$ cat config.mk
export PLATFORM = sky130hd
export DESIGN_NAME = nco_phase_gen
export DESIGN_NICKNAME = d
export VERILOG_FILES = /design/src/rtl/nco_pkg.sv /design/src/rtl/nco_ftw_div.sv /design/src/rtl/nco_phase_gen.sv
export SDC_FILE = /design/constraint.sdc
export NUM_CORES = 1
export LEC_CHECK = 0
export BUFFER_PORTS_ARGS = -buffer_cell sky130_fd_sc_hd__buf_2
export CELL_PAD_IN_SITES_DETAIL_PLACEMENT = 0
export CELL_PAD_IN_SITES_GLOBAL_PLACEMENT = 1
export CORE_MARGIN = 2
export CORE_UTILIZATION = 35
export CTS_BUF_LIST = sky130_fd_sc_hd__clkbuf_4
export CTS_CLUSTER_DIAMETER = 60
export DETAILED_ROUTE_END_ITERATION = 12
export GPL_TIMING_DRIVEN = 1
export PLACE_DENSITY = 0.69
export REMOVE_ABC_BUFFERS = 1
export SLEW_MARGIN = 20
export SYNTH_ARGS = -nofsm -noshare
export SYNTH_HDL_FRONTEND = slang
export SYNTH_SLANG_ARGS = --single-unit
$ cat constraint.sdc
create_clock -name clk -period 8.9 [get_ports clk]
set_input_delay 0.89 -clock clk [delete_from_list [all_inputs] [get_ports clk]]
set_output_delay 0.89 -clock clk [all_outputs]
set_load 0.05 [all_outputs]
$ cat src/rtl/nco_pkg.sv
// Shared helpers and derived constants for the NCO phase generator.
package nco_pkg;

  // Ceiling log2. Returns 0 for v <= 1.
  function automatic int unsigned clog2(input longint unsigned v);
    int unsigned r;
    r = 0;
    for (int i = 0; i < 63; i++) begin
      if ((64'd1 << i) < v) r = i + 1;
    end
    return r;
  endfunction

  // Dividend width: frequency word shifted left by the phase width.
  function automatic int unsigned div_width(input int unsigned freq_w, input int unsigned phase_w);
    return freq_w + phase_w;
  endfunction

  // Remainder width; one spare bit so rem + rem never overflows before the wrap test.
  function automatic int unsigned rem_width(input int unsigned rate);
    return clog2(longint'(rate)) + 1;
  endfunction

  // Strobe accumulator increment while the accumulator is negative.
  function automatic logic signed [31:0] strobe_inc_up(input int unsigned rate);
    return signed'(32'(rate));
  endfunction

  // Strobe accumulator increment on the cycle a strobe fires.
  function automatic logic signed [31:0] strobe_inc_wrap(input int unsigned rate,
                                                          input int unsigned clk_hz);
    return signed'(32'(rate)) - signed'(32'(clk_hz));
  endfunction

endpackage

$ cat src/rtl/nco_ftw_div.sv
// Radix-2 restoring divider by a constant divisor, one quotient bit per cycle.
module nco_ftw_div
  import nco_pkg::*;
#(
  parameter int unsigned DIV_W   = 36,
  parameter int unsigned REM_W   = 14,
  parameter int unsigned DIVISOR = 8000
) (
  input  logic             clk,
  input  logic             rst,
  input  logic             start,
  input  logic [DIV_W-1:0] dividend,
  output logic [DIV_W-1:0] quotient,
  output logic [REM_W-1:0] remainder,
  output logic             done
);

  localparam int unsigned     CNT_W = clog2(longint'(DIV_W) + 1);
  localparam logic [REM_W-1:0] DIV_C = REM_W'(DIVISOR);

  // quo_q starts as the dividend; its MSBs shift out while quotient bits shift in.
  logic [DIV_W-1:0] quo_q, quo_d;
  logic [REM_W-1:0] rem_q, rem_d;
  logic [CNT_W-1:0] cnt_q, cnt_d;
  logic             run_q, run_d;
  logic             done_q, done_d;
  logic [REM_W-1:0] trial;

  // Next-state: load on start, otherwise one restoring step per cycle while running.
  always_comb begin
    quo_d  = quo_q;
    rem_d  = rem_q;
    cnt_d  = cnt_q;
    run_d  = run_q;
    done_d = 1'b0;
    // rem_q < DIVISOR, so its MSB is always zero and can be dropped by the shift.
    trial  = {rem_q[REM_W-2:0], quo_q[DIV_W-1]};
    if (start) begin
      quo_d = dividend;
      rem_d = '0;
      cnt_d = CNT_W'(DIV_W);
      run_d = 1'b1;
    end else if (run_q) begin
      if (trial >= DIV_C) begin
        rem_d = trial - DIV_C;
        quo_d = {quo_q[DIV_W-2:0], 1'b1};
      end else begin
        rem_d = trial;
        quo_d = {quo_q[DIV_W-2:0], 1'b0};
      end
      cnt_d = cnt_q - 1'b1;
      if (cnt_q == CNT_W'(1)) begin
        run_d  = 1'b0;
        done_d = 1'b1;
      end
    end
  end

  // Divider state; reset aborts any divide in flight.
  always_ff @(posedge clk or posedge rst) begin
    if (rst) begin
      quo_q  <= '0;
      rem_q  <= '0;
      cnt_q  <= '0;
      run_q  <= 1'b0;
      done_q <= 1'b0;
    end else begin
      quo_q  <= quo_d;
      rem_q  <= rem_d;
      cnt_q  <= cnt_d;
      run_q  <= run_d;
      done_q <= done_d;
    end
  end

  assign quotient  = quo_q;
  assign remainder = rem_q;
  assign done      = done_q;

endmodule

$ cat src/rtl/nco_phase_gen.sv
// Sample-rate strobe plus phase accumulator with exact fractional-frequency correction.
module nco_phase_gen
  import nco_pkg::*;
#(
  parameter int unsigned INPUT_CLK          = 10000000,
  parameter int unsigned OUTPUT_SAMPLE_RATE = 8000,
  parameter int unsigned FREQ_W             = 16,
  parameter int unsigned PHASE_W            = 20
) (
  input  logic               clk,
  input  logic               rst,
  input  logic [FREQ_W-1:0]  freq_in,
  input  logic               freq_valid,
  output logic               freq_ready,
  input  logic [PHASE_W-1:0] phase_offset,
  input  logic               sync_clr,
  output logic               sample_en,
  output logic [PHASE_W-1:0] phase_out,
  output logic               phase_valid,
  output logic               busy
);

  localparam int unsigned       DIV_W    = div_width(FREQ_W, PHASE_W);
  localparam int unsigned       REM_W    = rem_width(OUTPUT_SAMPLE_RATE);
  localparam logic signed [31:0] INC_UP   = strobe_inc_up(OUTPUT_SAMPLE_RATE);
  localparam logic signed [31:0] INC_WRAP = strobe_inc_wrap(OUTPUT_SAMPLE_RATE, INPUT_CLK);
  localparam logic [REM_W-1:0]   RATE_R   = REM_W'(OUTPUT_SAMPLE_RATE);

  logic signed [31:0] acc_q;
  logic               sample_en_q;

  logic               freq_ready_q;
  logic               pend_q;
  logic [PHASE_W-1:0] pend_ftw_q, ftw_q;
  logic [REM_W-1:0]   pend_rem_q, rem_step_q;
  logic [PHASE_W-1:0] phase_acc_q, phase_acc_d;
  logic [REM_W-1:0]   rem_acc_q, rem_acc_d;
  logic               clr_pend_q;
  logic [PHASE_W-1:0] phase_out_q;
  logic               phase_valid_q;

  logic               div_start, div_done;
  logic [DIV_W-1:0]   div_dividend, div_quo;
  logic [REM_W-1:0]   div_rem;
  logic               unused_quo_hi;

  logic               clr_now;
  logic [PHASE_W-1:0] base_phase, ftw_eff;
  logic [REM_W-1:0]   base_rem, rem_eff, rem_sum;

  // Strobe generator: Bresenham-style rate conversion from INPUT_CLK down to the sample rate.
  always_ff @(posedge clk or posedge rst) begin
    if (rst) begin
      acc_q       <= '0;
      sample_en_q <= 1'b0;
    end else begin
      acc_q       <= acc_q[31] ? acc_q + INC_UP : acc_q + INC_WRAP;
      sample_en_q <= ~acc_q[31];
    end
  end

  assign div_start    = freq_valid & freq_ready_q;
  assign div_dividend = {freq_in, {PHASE_W{1'b0}}};

  nco_ftw_div #(
    .DIV_W  (DIV_W),
    .REM_W  (REM_W),
    .DIVISOR(OUTPUT_SAMPLE_RATE)
  ) u_div (
    .clk      (clk),
    .rst      (rst),
    .start    (div_start),
    .dividend (div_dividend),
    .quotient (div_quo),
    .remainder(div_rem),
    .done     (div_done)
  );

  // Quotient bits above PHASE_W are the wrapped turns; aliasing discards them.
  assign unused_quo_hi = ^div_quo[DIV_W-1:PHASE_W];

  // Phase step for the coming strobe; a pending word and a clear both take effect in this step.
  always_comb begin
    clr_now    = clr_pend_q | sync_clr;
    base_phase = clr_now ? '0 : phase_acc_q;
    base_rem   = clr_now ? '0 : rem_acc_q;
    ftw_eff    = pend_q ? pend_ftw_q : ftw_q;
    rem_eff    = pend_q ? pend_rem_q : rem_step_q;
    rem_sum    = base_rem + rem_eff;
    if (rem_sum >= RATE_R) begin
      rem_acc_d   = rem_sum - RATE_R;
      phase_acc_d = base_phase + ftw_eff + PHASE_W'(1);
    end else begin
      rem_acc_d   = rem_sum;
      phase_acc_d = base_phase + ftw_eff;
    end
  end

  // Handshake, pending/active tuning words, accumulators and registered outputs.
  always_ff @(posedge clk or posedge rst) begin
    if (rst) begin
      freq_ready_q  <= 1'b1;
      pend_q        <= 1'b0;
      pend_ftw_q    <= '0;
      pend_rem_q    <= '0;
      ftw_q         <= '0;
      rem_step_q    <= '0;
      phase_acc_q   <= '0;
      rem_acc_q     <= '0;
      clr_pend_q    <= 1'b0;
      phase_out_q   <= '0;
      phase_valid_q <= 1'b0;
    end else begin
      phase_valid_q <= sample_en_q;
      if (div_start) begin
        freq_ready_q <= 1'b0;
      end else if (div_done) begin
        freq_ready_q <= 1'b1;
      end
      clr_pend_q <= clr_pend_q | sync_clr;
      if (sample_en_q) begin
        phase_out_q <= base_phase + phase_offset;
        phase_acc_q <= phase_acc_d;
        rem_acc_q   <= rem_acc_d;
        clr_pend_q  <= sync_clr;
        if (pend_q) begin
          ftw_q      <= pend_ftw_q;
          rem_step_q <= pend_rem_q;
          pend_q     <= 1'b0;
        end
      end
      // Written after the strobe branch so a coincident completion waits for the next strobe.
      if (div_done) begin
        pend_ftw_q <= div_quo[PHASE_W-1:0];
        pend_rem_q <= div_rem;
        pend_q     <= 1'b1;
      end
    end
  end

  assign freq_ready  = freq_ready_q;
  assign sample_en   = sample_en_q;
  assign phase_out   = phase_out_q;
  assign phase_valid = phase_valid_q;
  assign busy        = ~freq_ready_q | pend_q;

endmodule
==> run metrics <==
drc violations=0; Hold Crit Class=input port to asynchronous set/reset pin; initial antenna violation count=2; IO Port Bufs=between 60 and 70; cells along the critical path=buf_4 -> mux2_2 -> ha_1 -> fa_1 -> a21oi_1 -> nor2b_1 -> a31o_2 -> xor2_1 -> ha_1 -> nand3_1 -> o41a_1 -> o31a_1 -> or4_4 -> nor4_4 -> mux2i_1 -> a2111o_1; DR WL/cell=approximately 15 µm; ys async rst share=1.00; drt pass-1 iters=5; Clock Path Buffers=3; postcts setup bufs=0; CP arrival=6.25 ns; first-pass GRT wire length=~47 mm; worst-path fanout max=39; CORE AREA=0.0357 mm²; Tcrit/Tclk final=0.640; Critical path buffers and inverters=1; Post-Synthesis Cell Area=0.0127 mm²; layout cells sized above 1=0.208; Inserted Clock Buffers=67; clock latency on the worst-skew pair=0.71 ns; Largest stage delay, worst path=approximately 0.6 ns; number of synthesized flops with an enable pin=0; Syn Area/Cell=approximately 9.9 µm²; # Max-Cap Violations=0; Sinks on Clock Net=about 210; unique cell type count in the Yosys netlist=82; Final TNS setup=0 ns; total wire length=27.5 mm; commonest non-fill, non-tap cell in the layout=dfrtp_1; Fin. Hold Viols=0; Rows=69; Fin Hold WS=0.386 ns; Root Buffer=clkbuf_4; dpl hpwl=~18 mm; Syn Inst Count=1288; Die H=roughly 190 µm; actual slew at the worst max-slew pin=0.947 ns; Starting DRT DRC Count=approximately 360; pwr dens=210 mW/mm²; synthesis-stage register bit count=about 210; CTS tree=done; GRT Overall Usage=0.151; Resized Gates After CTS=0; minimum clock period=approximately 5.7 ns; Slew Limit Fails=0; most frequent cells in the layout=dfrtp_1 (207), nor2_1 (199), clkbuf_4 (97), mux2_2 (91), a21oi_1 (74); Slowest cell on crit path=or4_4; Reg clk slew, reported paths=roughly 0.070 ns; Layout Nets=around 1500; prevailing post-synth register cell=dfrtp_1; VDD IR max=about 0.093 mV; fillers=roughly 3600; Syn. warnings=0; CP startpoint kind=flop; die width=a little under 200 µm; final setup fails=0; Initial Utilization=0.357; Worst EP required=9.45 ns; relative slew slack=0.369; CP Class=flop to flop; die area=0.0379 mm²; post-DR vias/cell=~5.0; remaining global-route overflow=0; GPL Wtd Cong=approximately 0.81; Post-CTS Hold Fix Bufs=0; setup ws final=~3.2 ns; leakage power=7.05 nW; Vias=~9500; clk_skew=around 0.057 ns; Layout area overhead=12.2%; most frequent CP cell=ha_1; vias in the first global route=around 9600; pre-CTS WS=a little under 3 ns; largest net degree at the start of global routing=approximately 130; # IOs=64; highest clock rate=between 0.15 and 0.2 GHz; CP delay by family, top=compound AO/OA/AOI/OAI gates; htree depth=3; Worst setup EP type=flop; Seq/Total Area, Yosys=0.415; status=complete, no violations; RSZ-0062 raised after global routing=no; ANT nets after route=0
==> path summary, 6_finish.rpt <==
| path | cells after the start | slack [ns] | start | to |
|---|---|---|---|---|
| max in group asynchronous | 3 | 7.15 | rst | phase_acc_q[0]$_DFFE_PP0P_ |
| worst max-delay path | 16 | 3.20 | pend_q$_DFFE_PP0P_ | phase_acc_q[19]$_DFFE_PP0P_ |
| min in group clk | 3 | 0.42 | freq_in[13] | u_div.quotient[33]$_DFFE_PP0P_ |
| worst max register to register | 16 | 3.20 | pend_q$_DFFE_PP0P_ | phase_acc_q[19]$_DFFE_PP0P_ |
| worst min-delay path | 2 | 0.39 | rst | ftw_q[12]$_DFFE_PP0P_ |
| worst min register to register | 1 | 0.49 | acc_q[6]$_DFF_PP0_ | acc_q[6]$_DFF_PP0_ |
==> synthesized netlist by cell type (4+ instances only) <==
master / number / share of area
o21a_1: 7 / 0.0041
mux2i_1: 52 / 0.041
a22oi_1: 5 / 0.0030
nor3_1: 23 / 0.0091
and3_1: 12 / 0.0059
a211oi_1: 13 / 0.0077
inv_1: 30 / 0.0089
a21oi_1: 74 / 0.029
nand2_1: 63 / 0.019
and2_1: 32 / 0.016
a211o_1: 4 / 0.0028
nor2b_1: 14 / 0.0069
dfrtp_1: 210 / 0.41
buf_1: 15 / 0.0044
mux2_2: 91 / 0.081
xnor2_1: 71 / 0.049
or2_2: 4 / 0.0020
o21ai_0: 52 / 0.020
ha_1: 71 / 0.070
a221o_1: 4 / 0.0031
nand2b_1: 11 / 0.0054
nand4_1: 8 / 0.0039
o31ai_1: 8 / 0.0047
xor2_1: 31 / 0.021
nand3_1: 16 / 0.0063
clkbuf_1: 36 / 0.011
nor2_1: 200 / 0.059
a221oi_1: 4 / 0.0028
a21o_1: 32 / 0.019
o211ai_1: 7 / 0.0041
a31oi_1: 9 / 0.0044
==> routing by layer <==
layer | GRT usage | part of all wire
met2 | 0.242 | 0.46
met5 | 0 | 0
met3 | 0.0368 | 0.037
met4 | 0.0533 | 0.020
met1 | 0.198 | 0.48
==> logic make-up after synthesis <==
logic type      count (synthesis)  synth area share
buf+inv                        87            0.0275
mux                           144             0.123
compound gates                251             0.129
flops                         211             0.415
xor+xnor                      103            0.0724
simple gates                  416             0.158
fa+ha+maj                      76            0.0754
==> cell type report <==
cell class / count / area (µm²) / area share
multi-input cells: 990 / 7090 / 0.497
flip-flops and latches: 211 / 5290 / 0.371
clock buffers: 97 / 728 / 0.0510
well taps: 461 / 577 / 0.0404
repair buffers: 71 / 379 / 0.0266
inverters: 31 / 124 / 0.00868
clock inverters: 20 / 78.8 / 0.00552
diodes: 3 / 7.51 / 0.000526
==> per-stage QoR <==
stage / instance area [µm²] / std cells / power (mW) / utilization
floorplan: 12500 / 1232 / 1.89 / -
global placement: 13500 / 1764 / 2.07 / 0.377
detailed placement: 13500 / 1764 / 2.09 / 0.377
CTS: 14300 / 1881 / 3.07 / 0.400
global route: 14300 / 1884 / 3.23 / 0.400
finish: 14300 / 1884 / 3.00 / 0.400
==> where the power goes <==
part           switching [mW]  total (mW)  internal [mW]
registers               0.164        1.32           1.15
logic                   0.416       0.748          0.332
clock network           0.442       0.941          0.499
==> flip-flops by register name, summed over array words and instances (netlist names) <==
signal	cells
freq_ready	1
ftw_q	20
u_div.run_q	1
phase_acc_q	20
pend_ftw_q	20
pend_rem_q	14
u_div.cnt_q	6
u_div.remainder	14
phase_valid	1
sample_en	1
u_div.done	1
phase_out	20
clr_pend_q	1
pend_q	1
rem_acc_q	14
u_div.quotient	36
acc_q	26
rem_step_q	14
Power figures use the tool's default switching activity.
